--- src/rtl/frame_sched_pkg.sv ---
// Shared types and constants for the AXI-Stream frame scheduler.
package frame_sched_pkg;

  typedef enum logic [1:0] {
    ST_IDLE = 2'd0,
    ST_RUN  = 2'd1,
    ST_GAP  = 2'd2,
    ST_DONE = 2'd3
  } state_t;

  localparam int DATA_W_DEF = 64;
  localparam int CNT_W_DEF  = 16;
  // Lowest bit of the frame tag field in the first beat of a frame
  localparam int TAG_LSB    = DATA_W_DEF - CNT_W_DEF;

endpackage

--- src/rtl/frame_beat_counter.sv ---
// Beat and inter-frame gap counters for the frame scheduler; clear has priority over increment.
module frame_beat_counter
  import frame_sched_pkg::*;
#(
  parameter int CNT_W = CNT_W_DEF
) (
  input  logic             i_clk,
  input  logic             i_rst_n,
  input  logic             i_beat_clr,
  input  logic             i_beat_inc,
  input  logic             i_gap_clr,
  input  logic             i_gap_inc,
  input  logic [CNT_W-1:0] i_gap_len,
  output logic [CNT_W-1:0] o_beat_cnt,
  output logic             o_gap_last
);

  logic [CNT_W-1:0] r_beat_cnt;
  logic [CNT_W-1:0] r_gap_cnt;

  always_ff @(posedge i_clk or negedge i_rst_n) begin
    if (!i_rst_n) begin
      r_beat_cnt <= '0;
      r_gap_cnt  <= '0;
    end else begin
      if (i_beat_clr)      r_beat_cnt <= '0;
      else if (i_beat_inc) r_beat_cnt <= r_beat_cnt + CNT_W'(1);

      if (i_gap_clr)       r_gap_cnt  <= '0;
      else if (i_gap_inc)  r_gap_cnt  <= r_gap_cnt + CNT_W'(1);
    end
  end

  assign o_beat_cnt = r_beat_cnt;
  assign o_gap_last = (r_gap_cnt == i_gap_len - CNT_W'(1));

endmodule

--- src/rtl/axis_frame_scheduler.sv ---
// Frames the noise-sample stream into tlast-delimited bursts separated by programmable idle gaps.
// Define FRAME_TAG_EN to stamp the frame number into the top CNT_W bits of each frame's first beat.
module axis_frame_scheduler
  import frame_sched_pkg::*;
#(
  parameter int DATA_W = DATA_W_DEF,
  parameter int CNT_W  = CNT_W_DEF
) (
  input  logic              s_axis_aclk,
  input  logic              s_axis_aresetn,
  input  logic              start,
  input  logic              stop,
  input  logic [CNT_W-1:0]  frame_len_cfg,
  input  logic [CNT_W-1:0]  num_frames_cfg,
  input  logic [CNT_W-1:0]  gap_cfg,
  input  logic [DATA_W-1:0] src_tdata,
  input  logic              src_tvalid,
  output logic              src_tready,
  output logic [DATA_W-1:0] m_axis_tdata,
  output logic              m_axis_tvalid,
  input  logic              m_axis_tready,
  output logic              m_axis_tlast,
  output logic              busy,
  output logic              done,
  output logic [CNT_W-1:0]  frame_cnt
);

  state_t           r_state;
  logic [CNT_W-1:0] r_len;
  logic [CNT_W-1:0] r_num;
  logic [CNT_W-1:0] r_gap;
  logic [CNT_W-1:0] r_frame_cnt;
  logic             r_stop_pend;
  logic             r_busy;
  logic             r_done;

  logic [CNT_W-1:0] w_beat_cnt;
  logic             w_gap_last;
  logic             w_run;
  logic             w_in_gap;
  logic             w_start_ok;
  logic             w_beat;
  logic             w_tlast;
  logic             w_end_run;

  assign w_run      = (r_state == ST_RUN);
  assign w_in_gap   = (r_state == ST_GAP);
  assign w_start_ok = (r_state == ST_IDLE) && start && (frame_len_cfg != '0);
  assign w_beat     = w_run && src_tvalid && m_axis_tready;
  assign w_tlast    = w_run && (w_beat_cnt == r_len - CNT_W'(1));
  // A stop arriving on the tlast beat itself still ends the run after this frame
  assign w_end_run  = r_stop_pend || stop ||
                      ((r_num != '0) && (r_frame_cnt + CNT_W'(1) == r_num));

  frame_beat_counter #(
    .CNT_W (CNT_W)
  ) u_cnt (
    .i_clk      (s_axis_aclk),
    .i_rst_n    (s_axis_aresetn),
    .i_beat_clr (w_start_ok || (w_beat && w_tlast)),
    .i_beat_inc (w_beat),
    .i_gap_clr  (!w_in_gap || w_gap_last),
    .i_gap_inc  (w_in_gap),
    .i_gap_len  (r_gap),
    .o_beat_cnt (w_beat_cnt),
    .o_gap_last (w_gap_last)
  );

  always_ff @(posedge s_axis_aclk or negedge s_axis_aresetn) begin
    if (!s_axis_aresetn) begin
      r_state     <= ST_IDLE;
      r_len       <= '0;
      r_num       <= '0;
      r_gap       <= '0;
      r_frame_cnt <= '0;
      r_stop_pend <= 1'b0;
      r_busy      <= 1'b0;
      r_done      <= 1'b0;
    end else begin
      r_done <= 1'b0;
      case (r_state)
        ST_IDLE: begin
          if (w_start_ok) begin
            r_len       <= frame_len_cfg;
            r_num       <= num_frames_cfg;
            r_gap       <= gap_cfg;
            r_frame_cnt <= '0;
            r_stop_pend <= 1'b0;
            r_busy      <= 1'b1;
            r_state     <= ST_RUN;
          end
        end
        ST_RUN: begin
          if (w_beat && w_tlast) begin
            r_frame_cnt <= r_frame_cnt + CNT_W'(1);
            if (w_end_run) begin
              r_state <= ST_DONE;
              r_busy  <= 1'b0;
              r_done  <= 1'b1;
            end else if (r_gap != '0) begin
              r_state <= ST_GAP;
            end
          end else if (stop) begin
            r_stop_pend <= 1'b1;
          end
        end
        ST_GAP: begin
          if (stop) begin
            r_state <= ST_DONE;
            r_busy  <= 1'b0;
            r_done  <= 1'b1;
          end else if (w_gap_last) begin
            r_state <= ST_RUN;
          end
        end
        ST_DONE: begin
          r_stop_pend <= 1'b0;
          r_state     <= ST_IDLE;
        end
        default: r_state <= ST_IDLE;
      endcase
    end
  end

  assign src_tready    = w_run && m_axis_tready;
  assign m_axis_tvalid = w_run && src_tvalid;
  assign m_axis_tlast  = w_tlast;
  assign busy          = r_busy;
  assign done          = r_done;
  assign frame_cnt     = r_frame_cnt;

`ifdef FRAME_TAG_EN
  always_comb begin
    m_axis_tdata = src_tdata;
    if (w_run && (w_beat_cnt == '0)) m_axis_tdata[DATA_W-1 -: CNT_W] = r_frame_cnt;
  end
`else
  assign m_axis_tdata = src_tdata;
`endif

endmodule

--- config.mk ---
export PLATFORM = sky130hd
export DESIGN_NAME = axis_frame_scheduler
export DESIGN_NICKNAME = d
export VERILOG_FILES = /design/src/rtl/frame_sched_pkg.sv /design/src/rtl/frame_beat_counter.sv /design/src/rtl/axis_frame_scheduler.sv
export SDC_FILE = /design/constraint.sdc
export NUM_CORES = 1
export LEC_CHECK = 0
export CAP_MARGIN = 20
export CORE_ASPECT_RATIO = 2
export CORE_MARGIN = 1
export CORE_UTILIZATION = 44
export DETAILED_ROUTE_END_ITERATION = 8
export PLACE_DENSITY = 0.79
export SETUP_SLACK_MARGIN = 0.1
export SLEW_MARGIN = 5
export SYNTH_ARGS = -nofsm -noshare
export SYNTH_HDL_FRONTEND = slang
export SYNTH_SLANG_ARGS = --single-unit
--- constraint.sdc ---
create_clock -name s_axis_aclk -period 2.8 [get_ports s_axis_aclk]
set_input_delay 0.56 -clock s_axis_aclk [delete_from_list [all_inputs] [get_ports s_axis_aclk]]
set_output_delay 0.56 -clock s_axis_aclk [all_outputs]
set_load 0.005 [all_outputs]
* After elaboration in Yosys (flattened, before gate mapping) *
Index checks and enable logic that the tools add are counted.

storage, ports and cells
  memory bits (writable) = 0
  word-level logic and storage cells = 83
  input port bits = 118
  output and inout port bits = 85
  bits in latches = 0
  memories kept = 0
  bits in read-only memories = 0
  flip-flop bits (word level) = 101

cells by class
  add/sub/neg operators = 5
  shift operators = 0
  equal/unequal tests = 14
  $mul = 0
  divide/modulo/power cells = 0
  order comparisons = 0
  bitwise gates (word level) = 0
  mux-type cells = 27
  reductions and logical operators = 27

operator list
  operator                                                               count
  16-bit two-way mux                                                     6
  16-bit by 1-bit adder with 16-bit output (second input constant)       3
  16-bit == test                                                         3
  16-bit nonzero test                                                    3
  16-bit one-hot mux with 2 select lines                                 1
  16-bit by 1-bit subtractor with 16-bit output (second input constant)  2
  2-bit two-way mux                                                      6
  1-bit two-way mux                                                      10
  1-bit logical AND                                                      8
  2-bit != test (second input constant)                                  4
  2-bit one-hot mux with 4 select lines                                  1
  4-bit AND reduction                                                    2
  1-bit one-hot mux with 3 select lines                                  2
  2-bit nonzero test                                                     3
  3-bit nonzero test                                                     2
  5-bit AND reduction                                                    1
  2-bit == test (second input constant)                                  2
  1-bit logical OR                                                       4
  2-bit by 1-bit != test with 1-bit output (second input constant)       2
  3-bit by 1-bit != test with 1-bit output (second input constant)       1
  3-bit != test (second input constant)                                  1
  3-bit AND reduction                                                    1
  2-bit by 1-bit == test with 1-bit output (second input constant)       1
  2-bit logical NOT                                                      1
  other kinds (3)                                                        3

* Logic depth before layout (Yosys ltp) *
Gate-level depths: netlist of run 1.

  depth in word-level cells = 7
  gate-level depth with buffers = 12
  depth with buffers taken out = 10

* By module *
From an unflattened synthesis of run 1, not the netlist that was laid out.

unflattened totals
  cells, all modules = 805
  area, all modules = 6785.3 sq um

modules (own cells, without submodules)
  module                seq. area each (sq um)  area an instance (sq um)  cells an instance  times used
  axis_frame_scheduler  1726.7                  4700.8                    565                1
  frame_beat_counter    800.8                   2084.5                    240                1

* Least setup slack after synthesis of run 1 *
No wires, ideal clock.

  path kind = register to register
  start point = reg r_gap[2]
  end point = reg r_state[0]
  path buffers = 2
  setup slack = -0.195 ns
  clock period less this slack = 2.995 ns
  cell stages (with the launch flop) = 11
  data arrival time = 2.866 ns
  data required time = 2.671 ns
  setup time = 0.129 ns
  cells stage by stage = dfrtp_1 buf_6 or4_1 buf_2 or3_1 a2111oi_2 a211oi_1 nor4b_2 a31oi_1 a21o_1 o41a_1

on the way
  longest elaborated chain between the ends = 4
  elaborated cells between the ends (all ways) = 6
  classes of those cells = add/sub (1); eq/ne (3); reduce/logical (2)

RTL lines
  element                                        line                        source
  start: declaration                             axis_frame_scheduler.sv:31  logic [CNT_W-1:0] r_gap;
  start signal: assignment                       axis_frame_scheduler.sv:86  r_gap <= gap_cfg;
  16-bit by 1-bit subtractor with 16-bit output  frame_beat_counter.sv:35    assign o_gap_last = (r_gap_cnt == i_gap_len - CNT_W'(1));
  16-bit == test                                 frame_beat_counter.sv:35
  3-bit != test (no line)                        n/a
  4-bit AND reduction (no line) *                n/a
  end signal: assignment                         axis_frame_scheduler.sv:71  r_state <= ST_IDLE;
  end signal: assignment                         axis_frame_scheduler.sv:90  r_state <= ST_RUN;
  end signal: assignment                         axis_frame_scheduler.sv:97  r_state <= ST_DONE;
  end: declaration                               axis_frame_scheduler.sv:28  state_t r_state;

Every way passes the cells marked *; elsewhere a longest branch is shown, timed or not.
A chain may end at the register's enable or synchronous reset.

* Worst setup path after layout of run 1 *
  start point = reg r_len[3]
  end point = out m_axis_tlast

on the way
  longest elaborated chain between the ends = 3

RTL lines
  element                                        line                        source
  start: declaration                             axis_frame_scheduler.sv:29  logic [CNT_W-1:0] r_len;
  start signal: assignment                       axis_frame_scheduler.sv:84  r_len <= frame_len_cfg;
  16-bit by 1-bit subtractor with 16-bit output  axis_frame_scheduler.sv:50  assign w_tlast = w_run && (w_beat_cnt == r_len - CNT_W'(1));
  16-bit == test                                 axis_frame_scheduler.sv:50
  1-bit logical AND                              axis_frame_scheduler.sv:50
  end: declaration                               axis_frame_scheduler.sv:22  output logic m_axis_tlast,

No other way between the ends.

==> metrics, run 1 <==
Iter 0 DRT Violations=471; GP Congestion=about 1; EDFF count, synth=0; DR vias/cell=5.92; status=complete, but fails checks; Mapped Area=approximately 7000 um2; crit-path max cell delay=410 ps; GR Util All Layers=0.268; worst slew pin tran=around 670 ps; kind of critical path=flop to primary output; Layout area overhead=34.8%; Tcrit/Tclk final=1.13; CP max-delay cell=or3_4; critical path's top delay family=simple AND/OR/NAND/NOR gates; Synth area leaders=dfrtp_1 36%, mux2_2 7.7%, buf_4 6.8%; CP Cell Sequence=or3_4 -> or3_4 -> a221oi_2 -> nand4_1 -> nor4_2 -> and3_1 -> buf_2; IO Count=203; largest area contributor in the netlist=dfrtp_1; # fillers=1258; Final Slew Violations=0; final net count=~1000; Post-DP Area=8400 um2; clock buffer count from CTS=9; Max Cap Viol=0; pre-CTS setup slack=-411 ps; antenna violations before repair=0; worst-path maximum fanout=3; hpwl dp=around 17000 um; Core Util, Final=0.604; Setup TNS Final=-3120 ps; first-pass GRT wire length=~34000 um; Hold Vio Cnt, Final=0; Worst R2R End=frame_cnt[11]; Routed WL per cell=20.3 um; Pwr Density=~320 nW/um2; largest net degree at the start of global routing=49; Post-Syn Area per Cell=between 9 and 10 um2; routed vias=6547; ANT nets after route=0; area of the core=roughly 16000 um2; FFs w/ async S/R, synth=1.00; Netlist cell types=67; CTS root buffer=clkbuf_16; H-tree depth=3; ys flop type=dfrtp_1; Die ar.=between 15000 and 20000 um2; register area share after synthesis=0.360; Buf+Inv Stages, Crit Path=1; Tot Pwr=slightly above 3 mW; Final Non-Filler Cells=roughly 1100; Peak Freq=0.316 GHz; final worst slack=-368 ps; top-count cell post-synth=dfrtp_1; placed cells=around 1100; violated checks=setup timing; n_diodes=0; CTS Hold Bufs=0; leakage=4.19 nW; minimum clock period=about 3200 ps; clock tree buffer depth=2; Die W=91.4 um; CTS clk-pin slew, worst paths=70 ps; GR Overflow Total=0; Post-Synthesis Cells=763; worst rel slew slack=0.548; smallest hold slack=180 ps; Crit. path cell count=7; Worst-Skew Late Latency=360 ps; Die Y-Extent=181 um; Max VDD drop=0.297 mV; yosys warns=0; vias in the first global route=6820; R2R cell count=11; Setup Viol. Count Final=31; clk_skew=13.3 ps; Final Cell Area=9480 um2; startpoint type of the worst setup path=flop; Hold Crit Class=primary input to async pin; Required @ worst endpoint=2240 ps; Pre-antenna DRT Iters=7; critical path capture point type=primary output; RSZ-0062 raised after global routing=yes; layout cells sized above 1=0.335; drt total wl=22400 um; TritonCTS sink count=101; top-area cell type share of the netlist area=0.360; Rows=65; CTS tree=built; CP dominant cell by count=or3_4; Initial Util=0.448; Yosys reg bits=between 100 and 150; top cells by count, synth=101 x dfrtp_1, 64 x buf_4, 52 x nand2_1; CP arrival=roughly 2600 ps; port bufs=74; drt drc=0; worst r2r src=r_len[3]; Net Count, Synth=890; Reg2Reg Setup Slack=-280 ps
## metal layers
layer,vias up,part of all wire,track usage
li1,2972,-,-
met4,0,0.086,0.244
met1,3194,0.32,0.233
met3,144,0.038,0.0362
met5,-,0,0
met2,237,0.55,0.511
## worst max path at each step
| stage | from | end | slack [ps] |
|---|---|---|---|
| finish | r_len[3] | m_axis_tlast | -370 |
| global route | r_len[3] | m_axis_tlast | -480 |
| global placement | r_len[2] | m_axis_tlast | -360 |
| CTS | r_len[2] | m_axis_tlast | -360 |
| detailed placement | r_len[2] | m_axis_tlast | -410 |
| floorplan | r_len[2] | frame_cnt[3] | -100 |
## flip-flops by register name (all words and copies together), names as in the netlist
| register | count |
|---|---|
| busy | 1 |
| done | 1 |
| frame_cnt | 16 |
| r_gap | 16 |
| r_len | 16 |
| r_num | 16 |
| r_state | 2 |
| r_stop_pend | 1 |
| u_cnt.o_beat_cnt | 16 |
| u_cnt.r_gap_cnt | 16 |
## area by class of cell
| cell class | count | area, um2 | share of cell area |
|---|---|---|---|
| multi-input combinational | 547 | 4400 | 0.464 |
| sequential | 101 | 2530 | 0.267 |
| timing repair buffer | 221 | 1950 | 0.206 |
| tap | 201 | 251 | 0.0265 |
| clock buffer | 10 | 229 | 0.0242 |
| inverter | 19 | 71.3 | 0.00753 |
| clock inverter | 6 | 47.5 | 0.00502 |
## cells in the final DEF (no fill, tap or decap), types with 6 or more instances in the layout
master	instances
ha_1	6
nor3_1	15
o211ai_1	6
mux2_2	43
nor4_1	11
nand2b_1	11
xnor2_1	44
nand2_1	49
xor2_1	29
buf_6	21
a21oi_1	6
nor2_1	47
mux2i_1	10
and4_1	6
or3_1	10
o21ai_0	14
nand4_1	18
nand3_1	26
and3_1	15
dfrtp_1	101
and2_1	7
clkbuf_16	9
buf_4	123
a21o_1	18
nor3b_1	9
inv_1	17
clkdlybuf4s50_1	72
o21ai_2	15
a31oi_1	8
## timing repair
item	in CTS	in global routing
buffers inserted	21	11
setup endpoints to repair	51	53
resized for setup	63	76
pin swaps	34	53
cloned	2	1
## power breakdown
group	switching (mW)	leakage, nW	internal [mW]
logic	0.158	2.71	0.179
clock network	0.591	0.133	0.610
registers	0.0343	1.34	1.48
total	0.783	4.19	2.27
## kinds of logic (layout without fill, tap and decap cells)
family | Yosys count | in the layout | synth area share
fa+ha+maj | 9 | 9 | 0.0160
xor+xnor | 74 | 74 | 0.0922
mux | 58 | 58 | 0.0911
simple gates | 279 | 279 | 0.217
buf+inv | 115 | 256 | 0.0977
compound gates | 127 | 127 | 0.126
flops | 101 | 101 | 0.360
Note: power is estimated with default switching activity, not from simulation.
==> run 2, diff against run 1 <==
Settings changed: ABC_AREA set to 1.
==> metrics, run 2 <==
first-pass GRT wire length=around 33000 um; Die Y-Extent=about 180 um; EDFF count, synth=0; RSZ-0062 raised after global routing=yes; CTS Hold Bufs=0; clock tree buffer depth=2; routed vias=between 6000 and 7000; ANT nets after route=0; largest area contributor in the netlist=dfrtp_1; worst rel slew slack=0.608; TritonCTS sink count=101; status=complete, but fails checks; GP Congestion=0.997; Die ar.=16400 um2; largest net degree at the start of global routing=62; GR Util All Layers=0.252; CTS root buffer=clkbuf_16; Tcrit/Tclk final=1.06; internal power=4.29 mW; top-count cell post-synth=nand2_1; final worst slack=-177 ps; Peak Freq=about 0.34 GHz; area of the core=around 15000 um2; Iter 0 DRT Violations=348; register area share after synthesis=0.362; Max Cap Viol=0; Net Count, Synth=1149; startpoint type of the worst setup path=flop; share of power burned in registers=0.297; clk_skew=14.6 ps; CP arrival=2420 ps; Hold Crit Class=primary input to async pin; Netlist cell types=39; commonest non-fill, non-tap cell in the layout=nand2_1; worst slew pin tran=588 ps; NetSw=3.28 mW; GR Overflow Total=0; hpwl dp=about 16000 um; Required @ worst endpoint=2240 ps; n_diodes=0; Final Slew Violations=0; critical path capture point type=primary output; Initial Util=0.454; top cells by count, synth=350 x nand2_1, 117 x inv_1, 111 x nor2_1; layout cells sized above 1=0.113; yosys warns=0; Layout area overhead=19.8%; ys flop type=dfrtp_1; port bufs=74; worst-path maximum fanout=2; Synth area leaders=dfrtp_1 36%, nand2_1 19%, buf_4 7.0%; DR vias/cell=5.19; Post-Syn Area per Cell=6.82 um2; violated checks=setup timing; top-area cell type share of the netlist area=0.362; Mapped Area=6970 um2; Worst-Skew Late Latency=350 ps; Post-Synthesis Cells=1022; Hold Vio Cnt, Final=0; final net count=1218; Final Non-Filler Cells=1294; Max VDD drop=0.462 mV; most frequent cells in the layout=349 x nand2_1, 113 x inv_1, 105 x nor2_1, 101 x dfrtp_1, 72 x clkdlybuf4s50_1; drt total wl=20300 um; Yosys reg bits=101; antenna violations before repair=0; clock buffer count from CTS=9; Setup TNS Final=-985 ps; CTS tree=built; switching share of power=0.433; Tot Pwr=7.57 mW; Rows=64; placed cells=about 1300; Die W=91.0 um; clock power share=0.166; kind of critical path=flop to primary output; vias in the first global route=6993; minimum clock period=~3000 ps; Pre-antenna DRT Iters=5; H-tree depth=3; Pwr Density=906 nW/um2; Post-DP Area=7800 um2; FFs w/ async S/R, synth=1.00; leakage=roughly 3.9 nW; Routed WL per cell=15.7 um; Logic pwr share=0.537; IO Count=203; Final Cell Area=~8400 um2; drt drc=0; CTS clk-pin slew, worst paths=70 ps; Setup Viol. Count Final=19
[run 2: path summary, 6_finish.rpt]
check / startpoint / endpoint / slack [ps] / cells past startpoint
setup / recovery: r_len[1] / m_axis_tlast / -180 / 10
hold / removal: s_axis_aresetn / r_len[6] / 200 / 1
setup reg to reg: r_len[1] / frame_cnt[14] / -90 / 19
hold reg to reg: busy / busy / 510 / 2
max in group asynchronous: s_axis_aresetn / r_gap[6] / 1840 / 2
min in group s_axis_aclk: busy / busy / 510 / 2
[run 2: cell families after synthesis]
logic type,share of synthesized area
and+or+nand+nor,0.362
buffers and inverters,0.141
DFF,0.362
AOI/OAI and AO/OA,0.0671
xor gates and xnor gates,0.0510
adders and majority gates,0.0161
[run 2: timing repair]
action                                  4_1_cts  5_1_grt
gates resized for setup                      15       19
pin swaps                                     8        4
endpoints found under the setup margin        1       53
setup buffers                                 8        5
gates cloned                                  0        2
[run 2: worst max-delay path, stage by stage (launching register included)]
cell      delay (ps)
dfrtp_1          410
inv_2             70
ha_4             170
xnor2_2          140
xor2_1           240
o211ai_1         150
nor4_2           370
buf_4            180
nand3_2           50
nor4_2           140
buf_2            150
[run 2: layout make-up]
class                      count  area, um2
clock buffer                  12        246
clock inverter                 4       47.5
fill                        1468       7020
inverter                     118        444
multi-input combinational    724       3560
sequential                   101       2530
tap                          198        248
timing repair buffer         137       1280
[run 2: power by group through the flow]
| stage | Sequential, mW | Combinational, mW | Clock (mW) |
|---|---|---|---|
| 5_1_grt | 2.29 | 4.53 | 1.34 |
| 6_report | 2.25 | 4.07 | 1.26 |
| 3_5_place_dp | 2.24 | 3.55 | 0 |
| 2_1_floorplan | 2.17 | 2.35 | 0 |
| 3_3_place_gp | 2.23 | 3.49 | 0 |
| 4_1_cts | 2.23 | 3.77 | 1.28 |
[run 2: per-stage QoR]
step | worst slack [ps] | util | hold slack (ps)
2_1_floorplan | 511 | - | 264
3_3_place_gp | -251 | 0.508 | 468
3_5_place_dp | -240 | 0.508 | 490
4_1_cts | -163 | 0.533 | 237
5_1_grt | -286 | 0.543 | 261
6_report | -177 | 0.543 | 203
[run 2: per-layer routing]
| metal | part of all wire | global-route usage | up-vias |
|---|---|---|---|
| li1 | - | - | 3280 |
| met1 | 0.34 | 0.240 | 3081 |
| met2 | 0.52 | 0.460 | 218 |
| met3 | 0.037 | 0.0262 | 141 |
| met4 | 0.095 | 0.233 | 0 |
| met5 | 0 | 0 | - |
